--- src/rtl/ledpanel_pkg.sv ---
`default_nettype none
// ============================================================================
//  Module      : ledpanel_pkg
//  Description : Shared types and constants for the LED-panel write arbiter:
//                arbiter state encoding, requester identifiers, pixel
//                address width, RGB565 width, video-memory byte-lane mask
//                and the position of the bank-select bit in ctrl_addr.
//  Revision    : 1.0 - initial release
// ============================================================================
package ledpanel_pkg;

  // Pixel address is {y[5:0], x[5:0]} for the 64x64 panel.
  localparam int PIX_AW = 12;

  // Pixel payload width (RGB565).
  localparam int RGB565_W = 16;

  // Only the low three byte lanes of the 24-bit memory word carry pixel data.
  localparam logic [3:0] CTRL_WR_MASK = 4'b0111;

  // ctrl_addr bit that selects the frame-buffer bank.
  localparam int BANK_BIT = 12;

  typedef enum logic [1:0] {
    ST_IDLE    = 2'd0,
    ST_GRANT_A = 2'd1,
    ST_GRANT_B = 2'd2
  } arb_state_t;

  typedef enum logic {
    SRC_A = 1'b0,
    SRC_B = 1'b1
  } src_t;

endpackage
`default_nettype wire

--- src/rtl/ledpanel_rr_pick.sv ---
`default_nettype none
// ============================================================================
//  Module      : ledpanel_rr_pick
//  Description : Two-way round-robin pick, purely combinational.
//                When both requesters are valid, the one that was NOT granted
//                last wins; otherwise the single valid requester wins.
//                With nothing valid the output is SRC_A and is ignored.
//  Ports       : a_valid, b_valid  - request lines
//                last_grant        - requester served by the previous grant
//                winner            - selected requester
//  Revision    : 1.0 - initial release
// ============================================================================
module ledpanel_rr_pick
  import ledpanel_pkg::*;
(
  input  logic a_valid,
  input  logic b_valid,
  input  src_t last_grant,
  output src_t winner
);

  always_comb begin
    winner = SRC_A;
    if (a_valid && b_valid) begin
      winner = (last_grant == SRC_A) ? SRC_B : SRC_A;
    end else if (b_valid) begin
      winner = SRC_B;
    end
  end

endmodule
`default_nettype wire

--- src/rtl/ledpanel_write_arbiter.sv ---
`default_nettype none
// ============================================================================
//  Module      : ledpanel_write_arbiter
//  Description : Arbitrates two pixel streams (A: network, B: pattern gen)
//                onto a double-buffered video-memory write port. Writes go to
//                the back bank (!disp_bank). A frame_end beat arms a bank
//                swap that is executed on the next vblank; all beats stall
//                while the swap is pending.
//  Ports       : ctrl_clk, ctrl_resetn (sync, active-low)
//                a_* / b_*     - requester beat interfaces (valid/ready)
//                vblank        - display frame boundary pulse
//                ctrl_en/wr/addr/wdat - registered memory write port
//                disp_bank     - bank currently displayed
//                swap_pending  - finished back-bank frame awaiting vblank
//  Revision    : 1.0 - initial release
// ============================================================================
module ledpanel_write_arbiter #(
  parameter int BURST_MAX = 64,
  parameter int PIX_AW    = 12
) (
  input  logic              ctrl_clk,
  input  logic              ctrl_resetn,

  input  logic              a_valid,
  input  logic              a_last,
  input  logic              a_frame_end,
  input  logic [PIX_AW-1:0] a_addr,
  input  logic [15:0]       a_data,
  output logic              a_ready,

  input  logic              b_valid,
  input  logic              b_last,
  input  logic              b_frame_end,
  input  logic [PIX_AW-1:0] b_addr,
  input  logic [15:0]       b_data,
  output logic              b_ready,

  input  logic              vblank,

  output logic              ctrl_en,
  output logic [3:0]        ctrl_wr,
  output logic [15:0]       ctrl_addr,
  output logic [23:0]       ctrl_wdat,
  output logic              disp_bank,
  output logic              swap_pending
);

  import ledpanel_pkg::*;

  localparam int CNT_W = $clog2(BURST_MAX) + 1;

  arb_state_t          r_state;
  arb_state_t          w_state_nxt;
  src_t                r_last_grant;
  src_t                w_last_grant_nxt;
  src_t                w_winner;
  logic [CNT_W-1:0]    r_beat_cnt;
  logic [CNT_W-1:0]    w_beat_cnt_nxt;
  logic [CNT_W-1:0]    w_cnt_inc;

  logic                r_disp_bank;
  logic                r_swap_pending;
  logic                r_ctrl_en;
  logic [3:0]          r_ctrl_wr;
  logic [15:0]         r_ctrl_addr;
  logic [23:0]         r_ctrl_wdat;

  logic                w_sel_a;
  logic                w_sel_b;
  logic                w_ready_ok;
  logic                w_xfer;
  logic                w_limit;
  logic                w_x_last;
  logic                w_x_fe;
  logic [PIX_AW-1:0]   w_x_addr;
  logic [RGB565_W-1:0] w_x_data;
  logic [15:0]         w_wr_addr;

  ledpanel_rr_pick u_rr_pick (
    .a_valid    (a_valid),
    .b_valid    (b_valid),
    .last_grant (r_last_grant),
    .winner     (w_winner)
  );

  // Ready is gated by the reset input so that no beat is accepted in a
  // cycle whose closing edge resets the block.
  assign w_sel_a    = (r_state == ST_GRANT_A);
  assign w_sel_b    = (r_state == ST_GRANT_B);
  assign w_ready_ok = ctrl_resetn && !r_swap_pending;
  assign a_ready    = w_sel_a && w_ready_ok;
  assign b_ready    = w_sel_b && w_ready_ok;
  assign w_xfer     = (a_valid && a_ready) || (b_valid && b_ready);

  assign w_x_last   = w_sel_a ? a_last      : b_last;
  assign w_x_fe     = w_sel_a ? a_frame_end : b_frame_end;
  assign w_x_addr   = w_sel_a ? a_addr      : b_addr;
  assign w_x_data   = w_sel_a ? a_data      : b_data;

  assign w_cnt_inc  = r_beat_cnt + CNT_W'(1);
  assign w_limit    = (w_cnt_inc == CNT_W'(BURST_MAX));

  // Back-bank address: pixel address in the low bits, inverted display bank
  // in the bank-select bit, upper bits zero.
  always_comb begin
    w_wr_addr                = '0;
    w_wr_addr[PIX_AW-1:0]    = w_x_addr;
    w_wr_addr[BANK_BIT]      = ~r_disp_bank;
  end

  // --------------------------------------------------------------------------
  // Arbiter FSM: next-state logic
  // --------------------------------------------------------------------------
  always_comb begin
    w_state_nxt      = r_state;
    w_last_grant_nxt = r_last_grant;
    w_beat_cnt_nxt   = r_beat_cnt;
    case (r_state)
      ST_IDLE: begin
        if (a_valid || b_valid) begin
          w_state_nxt = (w_winner == SRC_A) ? ST_GRANT_A : ST_GRANT_B;
        end
      end
      ST_GRANT_A, ST_GRANT_B: begin
        // Only a transferred beat can end the grant; an idle requester
        // keeps ownership until it delivers a last or limit beat.
        if (w_xfer) begin
          if (w_x_last || w_limit) begin
            w_state_nxt      = ST_IDLE;
            w_last_grant_nxt = w_sel_a ? SRC_A : SRC_B;
            w_beat_cnt_nxt   = '0;
          end else begin
            w_beat_cnt_nxt   = w_cnt_inc;
          end
        end
      end
      default: begin
        w_state_nxt    = ST_IDLE;
        w_beat_cnt_nxt = '0;
      end
    endcase
  end

  // --------------------------------------------------------------------------
  // Arbiter FSM: state register
  // --------------------------------------------------------------------------
  always_ff @(posedge ctrl_clk) begin
    if (!ctrl_resetn) begin
      r_state      <= ST_IDLE;
      r_last_grant <= SRC_B;
      r_beat_cnt   <= '0;
    end else begin
      r_state      <= w_state_nxt;
      r_last_grant <= w_last_grant_nxt;
      r_beat_cnt   <= w_beat_cnt_nxt;
    end
  end

  // --------------------------------------------------------------------------
  // Bank swap. A swap uses the pending flag from before this edge, so a
  // frame_end arriving together with vblank waits for the next vblank.
  // Beats never transfer while pending, so the two branches cannot collide.
  // --------------------------------------------------------------------------
  always_ff @(posedge ctrl_clk) begin
    if (!ctrl_resetn) begin
      r_disp_bank    <= 1'b0;
      r_swap_pending <= 1'b0;
    end else if (vblank && r_swap_pending) begin
      r_disp_bank    <= ~r_disp_bank;
      r_swap_pending <= 1'b0;
    end else if (w_xfer && w_x_fe) begin
      r_swap_pending <= 1'b1;
    end
  end

  // --------------------------------------------------------------------------
  // Registered write port; address/data hold between writes.
  // --------------------------------------------------------------------------
  always_ff @(posedge ctrl_clk) begin
    if (!ctrl_resetn) begin
      r_ctrl_en   <= 1'b0;
      r_ctrl_wr   <= 4'b0000;
      r_ctrl_addr <= '0;
      r_ctrl_wdat <= '0;
    end else begin
      r_ctrl_en <= w_xfer;
      r_ctrl_wr <= w_xfer ? CTRL_WR_MASK : 4'b0000;
      if (w_xfer) begin
        r_ctrl_addr <= w_wr_addr;
        r_ctrl_wdat <= {8'h00, w_x_data};
      end
    end
  end

  assign ctrl_en      = r_ctrl_en;
  assign ctrl_wr      = r_ctrl_wr;
  assign ctrl_addr    = r_ctrl_addr;
  assign ctrl_wdat    = r_ctrl_wdat;
  assign disp_bank    = r_disp_bank;
  assign swap_pending = r_swap_pending;

endmodule
`default_nettype wire

--- config.mk ---
export PLATFORM = sky130hd
export DESIGN_NAME = ledpanel_write_arbiter
export DESIGN_NICKNAME = d
export VERILOG_FILES = /design/src/rtl/ledpanel_pkg.sv /design/src/rtl/ledpanel_rr_pick.sv /design/src/rtl/ledpanel_write_arbiter.sv
export SDC_FILE = /design/constraint.sdc
export NUM_CORES = 1
export LEC_CHECK = 0
export BUFFER_PORTS_ARGS = -buffer_cell sky130_fd_sc_hd__clkbuf_2
export CAP_MARGIN = 20
export CORE_ASPECT_RATIO = 0.7
export CORE_MARGIN = 8
export CORE_UTILIZATION = 49
export DETAILED_ROUTE_END_ITERATION = 8
export GPL_TIMING_DRIVEN = 0
export HOLD_SLACK_MARGIN = 0.06
export PLACE_DENSITY = 0.9
export SLEW_MARGIN = 20
export SYNTH_ARGS = -nofsm -noshare
export SYNTH_HDL_FRONTEND = slang
export SYNTH_SLANG_ARGS = --single-unit
--- constraint.sdc ---
create_clock -name ctrl_clk -period 2.7 [get_ports ctrl_clk]
set_input_delay 0.27 -clock ctrl_clk [delete_from_list [all_inputs] [get_ports ctrl_clk]]
set_output_delay 0.27 -clock ctrl_clk [all_outputs]
set_load 0.005 [all_outputs]
==> flow_summary_export.csv <==
group,metric,value,unit
cells_and_area,sequential_cell_area,841,um2
global_route,antenna_found_initial,0,
hold_path,hold_path.class,"input pin to register",
timing,fmax,478,MHz
route,drt_iter0_markers,114,
floorplanning,pin_count,114,
clock_network,postCtsSetupBuffers,0,
clock_network,worstSkewPairLatency,0.29,ns
yosys,ys_ff_latch,42,
floorplanning,start_util,51.4,%
route,drc,0,
route,drt_pass1_iterations,4,
critical_path,crit_fanout,10,
timing,fin_skew,0.00722,ns
yosys,synth_cell_types,41,
yosys,synth_seq_area_share,37.4,%
placement,dp.cells,407,
critical_path,setup.worst_path.start_class,"register",
clock_network,cts.reportedPaths.clkPinSlew,0.07,ns
floorplanning,coreArea,4380,um2
clock_network,cts.sinks,42,
route,wl_met1,2610,um
timing,tns,0,ns
yosys,postSynthAreaPerCell,9.33,um2
timing,slew_headroom,50.6,%
global_route,grt_usage,16.0,%
clock_network,cts_resized,0,
power_and_ir_drop,leakagePower,1.70,nW
yosys,netlist_instances,241,
hold_path,hp-start,"b_valid",
yosys,synth_edf_count,0,
cells_and_area,layout_common_cells,"clkbuf_2 (100), nand2_1 (44), dfxtp_1 (42)",
route,top_layer,"met4",
critical_path,crit_type,"register to output pin",
placement,io_buffers,100,
route,wl_per_cell,14.1,um
global_route,grt_pass1_vias,2186,
timing,setup_viol,0,
cells_and_area,antenna_cells,0,
route,wl_met3,597,um
yosys,netlist_area,2250,um2
timing,rsz0062_at_grt,"false",
route,antenna_left,0,
clock_network,cts_buffer_depth,2,
timing,period_share,77.5,%
global_route,grt_overflow,0,
power_and_ir_drop,powerDensity,631,nW/um2
yosys,dominantRegCellSynth,"dfxtp_1",
placement,place_hpwl,4700,um
route,vias,2117,
critical_path,end_kind,"output pin",
critical_path,crit_start,"r_state[1]",
placement,gp_congestion,0.868,
critical_path,r2r_start,"r_state[1]",
timing,slew_viol_final,0,
timing,min_period,2.09,ns
clock_network,cts_max_level,2,
cells_and_area,multi_input_area,1250,um2
global_route,grt_max_degree,14,
cells_and_area,fillerInstances,369,
route,routed_wl,5860,um
clock_network,cts_buffers,5,
cells_and_area,fin_util,67.3,%
cells_and_area,finalNetCount,428,
cells_and_area,drive_above_1_share,36.4,%
timing,worst_pin_slew,0.741,ns
floorplanning,die_h,72.7,um
route,routed-wl-met2,2600,um
floorplanning,dieArea,7050,um2
critical_path,cp.arrival,1.82,ns
floorplanning,die-width,97.0,um
clock_network,cts_hold_buf,0,
yosys,ys_warn_count,0,
flow_run,maxCapViolations,0,
clock_network,cts-root-buf,"clkbuf_8",
floorplanning,num_rows,20,
critical_path,critical_path_required,2.43,ns
cells_and_area,final_common_cell,"clkbuf_2",
timing,finalHoldViolCount,0,
run_status,status,"finished clean",
yosys,async_reset_ff_share,0,%
cells_and_area,final_cells,415,
route,drt-vias-per-instance,5.10,
clock_network,cts_tree,"built",
global_route,grt_pass1_wl,9430,um
power_and_ir_drop,peakVddDrop,419,uV
cells_and_area,area_delta_synth_final,31.0,%
cell type report:
type,count,area share [%]
multi-input cells,174,42.3
clock buffers,6,2.46
clock inverters,2,0.467
inverters,5,0.637
flip-flops and latches,42,28.5
plain buffers,31,6.28
well taps,55,2.34
repair buffers,100,17.0
worst max-delay path: stages (launching register included):
cell and delay, ns:
dfxtp_1 0.33, inv_1 0.08, ha_1 0.16, buf_6 0.14
clkbuf_1 0.50, and2_1 0.21, clkbuf_2 0.11
kinds of logic (layout without fill, tap and decap cells):
logic type / Yosys count / count (layout) / synth area share [%]
simple gates: 76 / 76 / 16.1
compound gates: 48 / 48 / 19.5
flops: 42 / 42 / 37.4
buf+inv: 36 / 144 / 9.07
mux: 33 / 33 / 15.2
fa+ha+maj: 4 / 4 / 2.22
other cells: 1 / 12 / 0.167
xor+xnor: 1 / 1 / 0.389
report_power, final:
part	switching, mW	leakage [nW]	internal [mW]	total, mW
clock network	0.212	0.0452	0.182	0.394
registers	0.0489	0.341	0.706	0.755
logic	0.359	1.32	0.350	0.709
final timing paths:
path / endpoint / slack (ns) / cells after the start
hold reg to reg: r_beat_cnt[6] / 0.48 / 2
hold / removal: r_state[1] / 0.28 / 3
setup reg to reg: r_last_grant / 0.64 / 10
setup / recovery: a_ready / 0.61 / 6
per-stage QoR:
stage,area [um2],setup slack [ns],total power [mW],hold slack (ns)
after floorplan,2290,0.948,1.24,0.426
after detailed placement,2860,0.667,1.48,0.481
after CTS,2950,0.563,1.87,0.273
after global placement,2860,0.751,1.46,0.461
after global routing,2950,0.481,1.98,0.297
final,2950,0.609,1.86,0.278
state kept, by name, summed over array words and instances, names as in the netlist:
signal        cells
r_last_grant      1
ctrl_wdat        16
disp_bank         1
r_state           2
ctrl_wr           1
swap_pending      1
r_beat_cnt        7
ctrl_addr        13
Yosys cell counts, types with 2 or more instances:
cell,number,area share (%)
a21boi_0,2,0.67
a21oi_1,2,0.44
and2_1,6,1.7
buf_4,16,5.3
clkbuf_1,13,2.2
dfxtp_1,42,37
ha_1,4,2.2
inv_1,4,0.67
mux2i_1,32,14
nand2_1,44,7.3
nand3_1,6,1.3
nand4_1,3,0.83
nor2_1,3,0.50
nor2b_1,3,0.83
nor3_1,2,0.44
nor3b_1,2,0.67
o211a_1,31,14
o21ai_0,2,0.44
or3_1,2,0.56
routing by layer:
layer,up-vias,GRT usage (%)
met3,5,7.57
met4,0,4.58
met5,-,0
li1,1061,-
met2,91,26.9
met1,960,17.7
Power figures use the tool's default switching activity.
